[config.mk]
export PLATFORM = sky130hd
export DESIGN_NAME = stream_turbo_encode
export DESIGN_NICKNAME = d
export VERILOG_FILES = /design/src/rtl/stream_turbo_encode_pkg.sv /design/src/rtl/stream_turbo_encode_rsc.sv /design/src/rtl/stream_turbo_encode.sv
export SDC_FILE = /design/constraint.sdc
export NUM_CORES = 1
export LEC_CHECK = 0
export BUFFER_PORTS_ARGS = -buffer_cell sky130_fd_sc_hd__clkbuf_2
export CAP_MARGIN = 30
export CORE_ASPECT_RATIO = 0.6
export CORE_UTILIZATION = 40
export CTS_BUF_LIST = sky130_fd_sc_hd__clkbuf_16
export DETAILED_ROUTE_END_ITERATION = 12
export GPL_TIMING_DRIVEN = 0
export PLACE_DENSITY_LB_ADDON = 0.08
export SLEW_MARGIN = 20
export SYNTH_ARGS = -nofsm -noshare
export SYNTH_HDL_FRONTEND = slang
export SYNTH_HIERARCHICAL = 1
export SYNTH_SLANG_ARGS = --single-unit
export TNS_END_PERCENT = 100
[constraint.sdc]
create_clock -name clk -period 3.5 [get_ports clk]
set_input_delay 0.175 -clock clk [delete_from_list [all_inputs] [get_ports clk]]
set_output_delay 0.175 -clock clk [all_outputs]
set_load 0.02 [all_outputs]
[src/rtl/stream_turbo_encode_pkg.sv]
// stream_turbo_encode_pkg: shared FSM states, output symbol indices and the RSC step function
// for the rate-1/3 turbo encoder (feedback 7, feedforward 5).
package stream_turbo_encode_pkg;

    typedef enum logic {LOAD, ENC} state_t;

    localparam int SYS  = 0;
    localparam int PAR1 = 1;
    localparam int PAR2 = 2;

    // nxt[1] is the feedback bit a = u^s1^s0
    typedef struct packed {
        logic       p;
        logic [1:0] nxt;
    } rsc_t;

    function automatic rsc_t rsc_step(input logic u, input logic [1:0] s);
        rsc_t r;
        logic a;
        a = u ^ s[1] ^ s[0];
        r.p = a ^ s[0];
        r.nxt = {a, s[1]};
        return r;
    endfunction

endpackage

[src/rtl/stream_turbo_encode_rsc.sv]
// rsc_encode_step: one 4-state recursive systematic convolutional encoder with a registered state;
// term drives the input from the state so the encoder flushes back to (0,0).
module rsc_encode_step
    import stream_turbo_encode_pkg::*;
(
    input  logic clk,
    input  logic rst_n,
    input  logic en,
    input  logic init,
    input  logic term,
    input  logic u,
    output logic u_eff,
    output logic p
);

    logic [1:0] state;
    rsc_t       r;

    always_comb begin
        u_eff = term ? state[1] ^ state[0] : u;
        r = rsc_step(u_eff, state);
    end

    assign p = r.p;

    always_ff @(posedge clk or negedge rst_n) begin
        if (!rst_n)
            state <= '0;
        else if (init)
            state <= '0;
        else if (en)
            state <= r.nxt;
    end

endmodule

[src/rtl/stream_turbo_encode.sv]
// stream_turbo_encode: buffers an N-bit block, then emits N+TAIL_BITS turbo symbols {p2,p1,sys}.
// Define STREAM_TURBO_ENCODE_PINGPONG_EN for two buffers so the next block loads during encoding.
module stream_turbo_encode
    import stream_turbo_encode_pkg::*;
#(
    parameter int N         = 29,
    parameter int P         = 3,
    parameter int TAIL_BITS = 2
) (
    input  logic       clk,
    input  logic       rst_n,
    input  logic       in_valid,
    output logic       in_ready,
    input  logic       x,
    output logic       out_valid,
    input  logic       out_ready,
    output logic [2:0] y,
    output logic       out_first,
    output logic       out_last
);

    localparam int L  = N + TAIL_BITS;
    localparam int AW = $clog2(N);
    localparam int CW = $clog2(L);

    state_t        state_q, state_d;
    logic [AW-1:0] wr_cnt, addr, addr_nx;
    logic [AW:0]   addr_sum;
    logic [CW-1:0] sym;
    logic [N-1:0]  rbuf;
    logic          in_fire, out_fire, fill_done, last_sym, tail, ready_nxt;
    logic          ue1, ue2, p1, p2;

    assign in_fire   = in_valid & in_ready;
    assign fill_done = in_fire && wr_cnt == AW'(N - 1);
    assign out_valid = state_q == ENC;
    assign out_fire  = out_valid & out_ready;
    assign last_sym  = sym == CW'(L - 1);
    assign tail      = sym >= CW'(N);
    assign out_first = out_valid && sym == '0;
    assign out_last  = out_valid && last_sym;

`ifdef STREAM_TURBO_ENCODE_PINGPONG_EN
    logic [1:0][N-1:0] mem;
    logic [1:0]        full;
    logic              wr_sel, rd_sel, nxt_sel;

    assign in_ready  = !full[wr_sel];
    assign rbuf      = mem[rd_sel];
    // the block to encode next: the alternate buffer while encoding, the current one when idle
    assign nxt_sel   = state_q == ENC ? ~rd_sel : rd_sel;
    assign ready_nxt = full[nxt_sel] | (fill_done && wr_sel == nxt_sel);

    always_ff @(posedge clk)
        if (in_fire) mem[wr_sel][wr_cnt] <= x;

    always_ff @(posedge clk or negedge rst_n) begin
        if (!rst_n) begin
            full   <= '0;
            wr_sel <= 1'b0;
            rd_sel <= 1'b0;
        end else begin
            if (fill_done) begin
                full[wr_sel] <= 1'b1;
                wr_sel       <= ~wr_sel;
            end
            if (out_fire && last_sym) begin
                full[rd_sel] <= 1'b0;
                rd_sel       <= ~rd_sel;
            end
        end
    end
`else
    logic [N-1:0] mem;

    assign in_ready  = state_q == LOAD;
    assign rbuf      = mem;
    assign ready_nxt = fill_done;

    always_ff @(posedge clk)
        if (in_fire) mem[wr_cnt] <= x;
`endif

    always_comb begin
        addr_sum = {1'b0, addr} + (AW + 1)'(P);
        addr_nx  = addr_sum >= (AW + 1)'(N) ? AW'(addr_sum - (AW + 1)'(N)) : addr_sum[AW-1:0];
        state_d  = (state_q == LOAD || (out_fire && last_sym)) ? (ready_nxt ? ENC : LOAD) : state_q;
        y        = out_valid ? {p2, p1, ue1} : 3'b000;
    end

    always_ff @(posedge clk or negedge rst_n) begin
        if (!rst_n) begin
            state_q <= LOAD;
            wr_cnt  <= '0;
            sym     <= '0;
            addr    <= '0;
        end else begin
            state_q <= state_d;
            if (in_fire)
                wr_cnt <= fill_done ? '0 : wr_cnt + 1'b1;
            if (out_fire) begin
                sym  <= last_sym ? '0 : sym + 1'b1;
                addr <= last_sym ? '0 : addr_nx;
            end
        end
    end

    rsc_encode_step u_enc1 (
        .clk  (clk),
        .rst_n(rst_n),
        .en   (out_fire),
        .init (out_fire && last_sym),
        .term (tail),
        .u    (rbuf[AW'(sym)]),
        .u_eff(ue1),
        .p    (p1)
    );

    rsc_encode_step u_enc2 (
        .clk  (clk),
        .rst_n(rst_n),
        .en   (out_fire),
        .init (out_fire && last_sym),
        .term (tail),
        .u    (rbuf[addr]),
        .u_eff(ue2),
        .p    (p2)
    );

    // interleaved systematic bit is not transmitted
    logic unused_ue2;
    assign unused_ue2 = ue2;

endmodule

==> summary.md, run 1 <==
| Metric | Value |
|---|---|
| Via density | 5.558 |
| Largest net degree at the start of global routing | 30 |
| Root Buffer | clkbuf_16 |
| Max Fclk | 311.0 MHz |
| Antenna diode count | 0 |
| Max-slew headroom | 0.5668 |
| Mapped Area | 0.002905 mm² |
| Clock transition at path regs | 0.07 ns |
| Power per cell area | 896.9 mW/mm² |
| Share of layout cells above drive strength 1 | 0.1631 |
| Period utilization | 0.9186 |
| CP Data Arrival Time | 3.04 ns |
| Starting DRT DRC Count | 107 |
| Synth-to-layout area growth | 11.76% |
| IO Pins | 12 |
| Outcome | finished clean |
| Switching pwr | 1.187 mW |
| Congestion Overflow GR | 0 |
| CP Launch Type | flip-flop |
| Clock power frac | 0.194 |
| Endpoints failing setup | 0 |
| TritonCTS sink count | 49 |
| Leak | 1.231 nW |
| Synthesized net count | 278 |
| Post-CTS Setup Bufs | 0 |
| H-tree levels | 2 |
| Post-CTS sizing | 0 |
| Req. time, crit path | 3.32 ns |
| Int Pwr | 1.725 mW |
| Cells after synthesis | 262 |
| Detail Route Antenna Nets | 0 |
| Die Span X | 112.0 µm |
| Initial Util | 0.4242 |
| Drt pass-1 iters | 4 |
| Logic gate share of total power | 0.514 |
| Final Hold Vio Count | 0 |
| Via count of the first global-routing pass | 2065 |
| First-pass GRT wire length | 11180 µm |
| Avg Cell Area, Syn | 11.09 µm² |
| Hold Buf Count CTS | 1 |
| WL final | 6792 µm |
| CP Class | reg2out |
| Routed WL per cell | 18.41 µm |
| Die Span Y | 68.02 µm |
| All-Layer GR Usage | 0.2027 |
| R2R setup slack | 0.53 ns |
| Final #Nets | 297 |
| Post-route setup TNS | 0 ns |
| HP Class | in2async |
| RSZ-0062 raised after global routing | no |
| Final HPWL DP | 4828 µm |
| Routability cong. | 0.7979 |
| Rows | 23 |
| Num CTS Buffers | 5 |
| Clk_lat worst skew | 0.30 ns |
| IO Port Bufs | 11 |
| Reg2reg start | addr[1] |
| Worst slew pin tran | 0.6499 ns |
| Worst reg-to-reg path cell count | 7 |
| Placeable Area | 0.006849 mm² |
| Worst clock skew | 0.008680 ns |
| Peak fanout along the critical path | 10 |
| TritonCTS clock tree | done |
| Fin crit period | 3.215 ns |
| Worst R2R End | u_enc2/state[1] |
| Synth warn | 6 |
| Antenna violations before repair | 0 |
| Max Buffers Root-to-Sink | 2 |
| DRC viols | 0 |
| Maxcap violations | 0 |
| Sw Ratio | 0.4076 |
| Sequential power share | 0.292 |
| Crit. End Element | output pin |
| Hold WS | 0.4111 ns |
| Max Slew Vio Count | 0 |
| Peak VDD IR | 0.5496 mV |
| Die area | 0.007619 mm² |
| Total number of vias | 2051 |
-- per-layer routing --
| layer | up-vias | wire (µm) | share of wire | global-route usage |
|---|---|---|---|---|
| met3 | 10 | 373 | 0.055 | 0.04694 |
| met4 | 0 | 121 | 0.018 | 0.08833 |
| met2 | 38 | 2644 | 0.39 | 0.2834 |
| met1 | 1005 | 3653 | 0.54 | 0.2994 |
| met5 | - | 0 | 0 | 0 |
| li1 | 998 | - | - | - |
-- metrics by stage --
step / std cells / setup slack [ns] / utilization / total power [mW] / cell area, µm²
2_1_floorplan: 262 / 0.8595 / - / 1.984 / 2905
3_3_place_gp: 360 / 0.5666 / 0.4481 / 2.340 / 3069
3_5_place_dp: 360 / 0.4910 / 0.4481 / 2.351 / 3069
4_1_cts: 369 / 0.2730 / 0.4741 / 2.924 / 3247
5_1_grt: 369 / 0.08127 / 0.4741 / 3.125 / 3247
6_report: 369 / 0.2849 / 0.4741 / 2.912 / 3247
-- layout by cell type, fill, tap and decap left out, types with 5 or more instances in the layout --
cell type,n
clkbuf_1,9
edfxtp_1,29
nor2_1,41
a21oi_1,7
nand2_1,27
mux4_2,17
xnor2_1,6
nand3_1,5
o21ai_0,12
ha_1,11
dfrtp_1,20
clkbuf_16,5
nand3b_1,6
clkbuf_2,11
inv_1,10
-- worst max-delay path: stages (launching register included) --
cell and delay (ns):
dfrtp_1 0.40, clkbuf_1 0.52, mux4_2 0.42, mux4_2 0.48
mux2_2 0.34, xnor2_1 0.14, o21ai_0 0.15, and2_1 0.14
clkbuf_2 0.16
-- flip-flops by register name (all words and copies together), names as in the netlist --
name and flops:
out_valid 1, wr_cnt 5, addr 5, mem 29
u_enc1/state 2, u_enc2/state 2, sym 5
-- worst max path at each step --
stage	slack, ns	depth (start not counted)	endpoint	start
after floorplan	0.86	7	u_enc1/state[1]	sym[0]
after global placement	0.57	7	u_enc1/state[1]	sym[0]
after detailed placement	0.49	7	u_enc2/state[1]	addr[1]
after CTS	0.27	8	y[2]	addr[1]
after global routing	0.08	8	y[2]	addr[1]
final	0.28	8	y[2]	addr[1]
-- layout make-up --
class                   instances  area [µm²]
fillers                       651        3602
inverters                      10       37.54
well taps                      87       108.9
multi-input cells             188        1425
plain buffers                  15       71.32
repair buffers                 12       65.06
clock buffers                   5       125.1
flip-flops and latches         49        1371
clock inverters                 3       42.54
-- power by group through the flow --
stage	combinational [mW]	clock, mW	sequential (mW)
4_1_cts	1.50	0.575	0.852
2_1_floorplan	1.15	0	0.833
5_1_grt	1.67	0.588	0.870
3_5_place_dp	1.49	0	0.862
3_3_place_gp	1.48	0	0.858
6_report	1.50	0.565	0.851
(Power assumes the default switching activity.)
==> inputs of run 2 (changes only) <==
--- a/config.mk
+++ b/config.mk
@@ -7,6 +7,8 @@
 export LEC_CHECK = 0
 export BUFFER_PORTS_ARGS = -buffer_cell sky130_fd_sc_hd__clkbuf_2
 export CAP_MARGIN = 30
+export CELL_PAD_IN_SITES_DETAIL_PLACEMENT = 2
+export CELL_PAD_IN_SITES_GLOBAL_PLACEMENT = 2
 export CORE_ASPECT_RATIO = 0.6
 export CORE_UTILIZATION = 40
 export CTS_BUF_LIST = sky130_fd_sc_hd__clkbuf_16
==> run 2 against run 1 <==
Final cell count is the same. Sequential cell count is the same. Largest cell class unchanged. Total power grew 3.7%. Die area is the same. Non-clock buffer count is the same. Sequential share of layout area is essentially flat. Critical path depth is the same. Register-to-register slack lost 0.15 ns. Utilization shrank 0.055 points. Clock power shrank 3%. Cell area shrank 0.12%. Critical endpoint unchanged.
==> summary.md, run 2 (synthesis gave the netlist of run 1 again) <==
| Metric | Value |
|---|---|
| Outcome | finished clean (unchanged) |
| Post-route setup TNS | 0 ns (unchanged) |
| Synth-to-layout area growth | 11.63% (was 11.76%) |
| Drt pass-1 iters | 4 (unchanged) |
| Hold WS | 0.4071 ns (was 0.4111 ns) |
| Antenna violations before repair | 0 (unchanged) |
| CP Data Arrival Time | 3.08 ns (was 3.04 ns) |
| Routability cong. | 0.7436 (was 0.7979) |
| Die Span Y | 68.02 µm (unchanged) |
| Die Span X | 112.0 µm (unchanged) |
| Crit. End Element | output pin (unchanged) |
| Share of layout cells above drive strength 1 | 0.1631 (unchanged) |
| Worst slew pin tran | 0.5923 ns (was 0.6499 ns) |
| Routed WL per cell | 23.02 µm (was 18.41 µm) |
| Largest net degree at the start of global routing | 30 (unchanged) |
| CP Class | reg2out (unchanged) |
| Slowest stage delay, CP | 0.54 ns (was 0.52 ns) |
| Clk_lat worst skew | 0.29 ns (was 0.30 ns) |
| Logic gate share of total power | 0.533 (was 0.514) |
| Total number of vias | 2176 (was 2051) |
| Setup ws final | 0.2456 ns (was 0.2849 ns) |
| Root Buffer | clkbuf_16 (unchanged) |
| CP Launch Type | flip-flop (unchanged) |
| R2R setup slack | 0.38 ns (was 0.53 ns) |
| Max Fclk | 307.3 MHz (was 311.0 MHz) |
| Num CTS Buffers | 5 (unchanged) |
| Initial Util | 0.4242 (unchanged) |
| Power per cell area | 931.3 mW/mm² (was 896.9 mW/mm²) |
| Peak VDD IR | 0.4667 mV (was 0.5496 mV) |
| Placeable Area | 0.006849 mm² (unchanged) |
| IO Port Bufs | 11 (unchanged) |
| Maxcap violations | 0 (unchanged) |
| Clock power frac | 0.182 (was 0.194) |
| Pre-CTS WS | 0.3438 ns (was 0.4910 ns) |
| RSZ-0062 raised after global routing | no (unchanged) |
| Sequential power share | 0.285 (was 0.292) |
| Clock transition at path regs | 0.06 ns (was 0.07 ns) |
| Detail Route Antenna Nets | 0 (unchanged) |
| Max-slew headroom | 0.6037 (was 0.5668) |
| Commonest non-fill, non-tap cell in the layout | nor2_1 (unchanged) |
| Worst path slowest cell | mux4_2 (was clkbuf_1) |
| Max Buffers Root-to-Sink | 2 (unchanged) |
| Final HPWL DP | 6127 µm (was 4828 µm) |
| Max Slew Vio Count | 0 (unchanged) |
| Int Pwr | 1.728 mW (was 1.725 mW) |
| TritonCTS clock tree | done (unchanged) |
| Rows | 23 (unchanged) |
| Via count of the first global-routing pass | 2334 (was 2065) |
| Final #Nets | 297 (unchanged) |
| Worst clock skew | 0.002842 ns (was 0.008680 ns) |
| Via density | 5.897 (was 5.558) |
| TritonCTS sink count | 49 (unchanged) |
| Die area | 0.007619 mm² (unchanged) |
| IO Pins | 12 (unchanged) |
| DRC viols | 0 (unchanged) |
| Sw Ratio | 0.4280 (was 0.4076) |
| Total power | 3.020 mW (was 2.912 mW) |
| Fin crit period | 3.254 ns (was 3.215 ns) |
| Antenna diode count | 0 (unchanged) |
| WL final | 8494 µm (was 6792 µm) |
| HP Class | in2async (unchanged) |
| Starting DRT DRC Count | 127 (was 107) |
| Final Hold Vio Count | 0 (unchanged) |
| H-tree levels | 2 (unchanged) |
| Period utilization | 0.9298 (was 0.9186) |
| Max reg flops | 29 (unchanged) |
| Req. time, crit path | 3.32 ns (about the same) |
| Crit path top cell by count | mux4_2 (unchanged) |
| Peak fanout along the critical path | 10 (unchanged) |
| Critical-path cell list | buf_4 -> mux4_2 -> mux4_2 -> mux2_2 -> xnor2_1 -> o21ai_0 -> and2_1 -> clkbuf_2 (was clkbuf_1 -> mux4_2 -> mux4_2 -> mux2_2 -> xnor2_1 -> o21ai_0 -> and2_1 -> clkbuf_2) |
| Congestion Overflow GR | 0 (unchanged) |
| First-pass GRT wire length | 13650 µm (was 11180 µm) |
| Switching pwr | 1.293 mW (was 1.187 mW) |
| Leak | 1.232 nW (was 1.231 nW) |
| Register name with the most flops | mem (unchanged) |
| Commonest non-fill, non-tap cells in the layout | nor2_1 (41), edfxtp_1 (29), nand2_1 (27) (unchanged) |
| All-Layer GR Usage | 0.2485 (was 0.2027) |
| Endpoints failing setup | 0 (unchanged) |
==> run 2: cell counts in the layout (fill, tap and decap cells not counted) <==
No cell type changed its count.
==> run 2: final cells by class <==
cell class	instances	area, µm²
Timing Repair Buffer	12	65.06
Clock inverter	3	37.54
Inverter	10	37.54
Clock buffer	5	125.1
Fill cell	723	3606
Tap cell	87	108.9
Multi-Input combinational cell	188	1425
Buffer	15	72.57
Sequential cell	49	1371
==> run 2: routing by layer <==
| layer | wire length [µm] | vias up | global-route usage |
|---|---|---|---|
| li1 | - | 996 | - |
| met1 | 4262 | 1131 | 0.3483 |
| met2 | 3842 | 42 | 0.4099 |
| met3 | 300 | 7 | 0.04252 |
| met4 | 88 | 0 | 0.05500 |
| met5 | 0 | - | 0 |
==> run 2: worst max-delay path, delay by kind of cell, from the launching register on <==
| family | cells | cell delay (ns) |
|---|---|---|
| buf+inv | 2 | 0.42 |
| mux | 3 | 1.37 |
| compound gates | 1 | 0.22 |
| flops | 1 | 0.45 |
| xor+xnor | 1 | 0.15 |
| simple gates | 1 | 0.17 |
==> run 2: stage by stage <==
step | cell area, µm² | std cells | util
floorplan | 2905 | 262 | -
global placement | 3069 | 360 | 0.4481
detailed placement | 3069 | 360 | 0.4481
CTS | 3242 | 369 | 0.4733
global route | 3243 | 369 | 0.4735
finish | 3243 | 369 | 0.4735
==> run 2: final timing paths <==
path	from	endpoint	depth (start not counted)
setup / recovery	addr[0]	y[2]	8
hold / removal	rst_n	wr_cnt[1]	2
setup reg to reg	addr[0]	u_enc2/state[1]	7
hold reg to reg	u_enc2/state[0]	u_enc2/state[0]	2
max in group asynchronous	rst_n	addr[1]	2
min in group clk	out_ready	sym[1]	4
==> run 2: repair_timing <==
item	CTS	global route
endpoints found under the hold margin	20	0
hold buffers	1	0
buffers inserted	0	0
endpoints found under the setup margin	0	1
resized for setup	0	2
==> run 2: power groups by stage <==
stage / Sequential (mW) / Combinational (mW) / Clock [mW]
3_3_place_gp: 0.863 / 1.51 / 0
4_1_cts: 0.863 / 1.62 / 0.562
3_5_place_dp: 0.872 / 1.58 / 0
5_1_grt: 0.882 / 1.75 / 0.582
6_report: 0.860 / 1.61 / 0.550
2_1_floorplan: 0.833 / 1.15 / 0
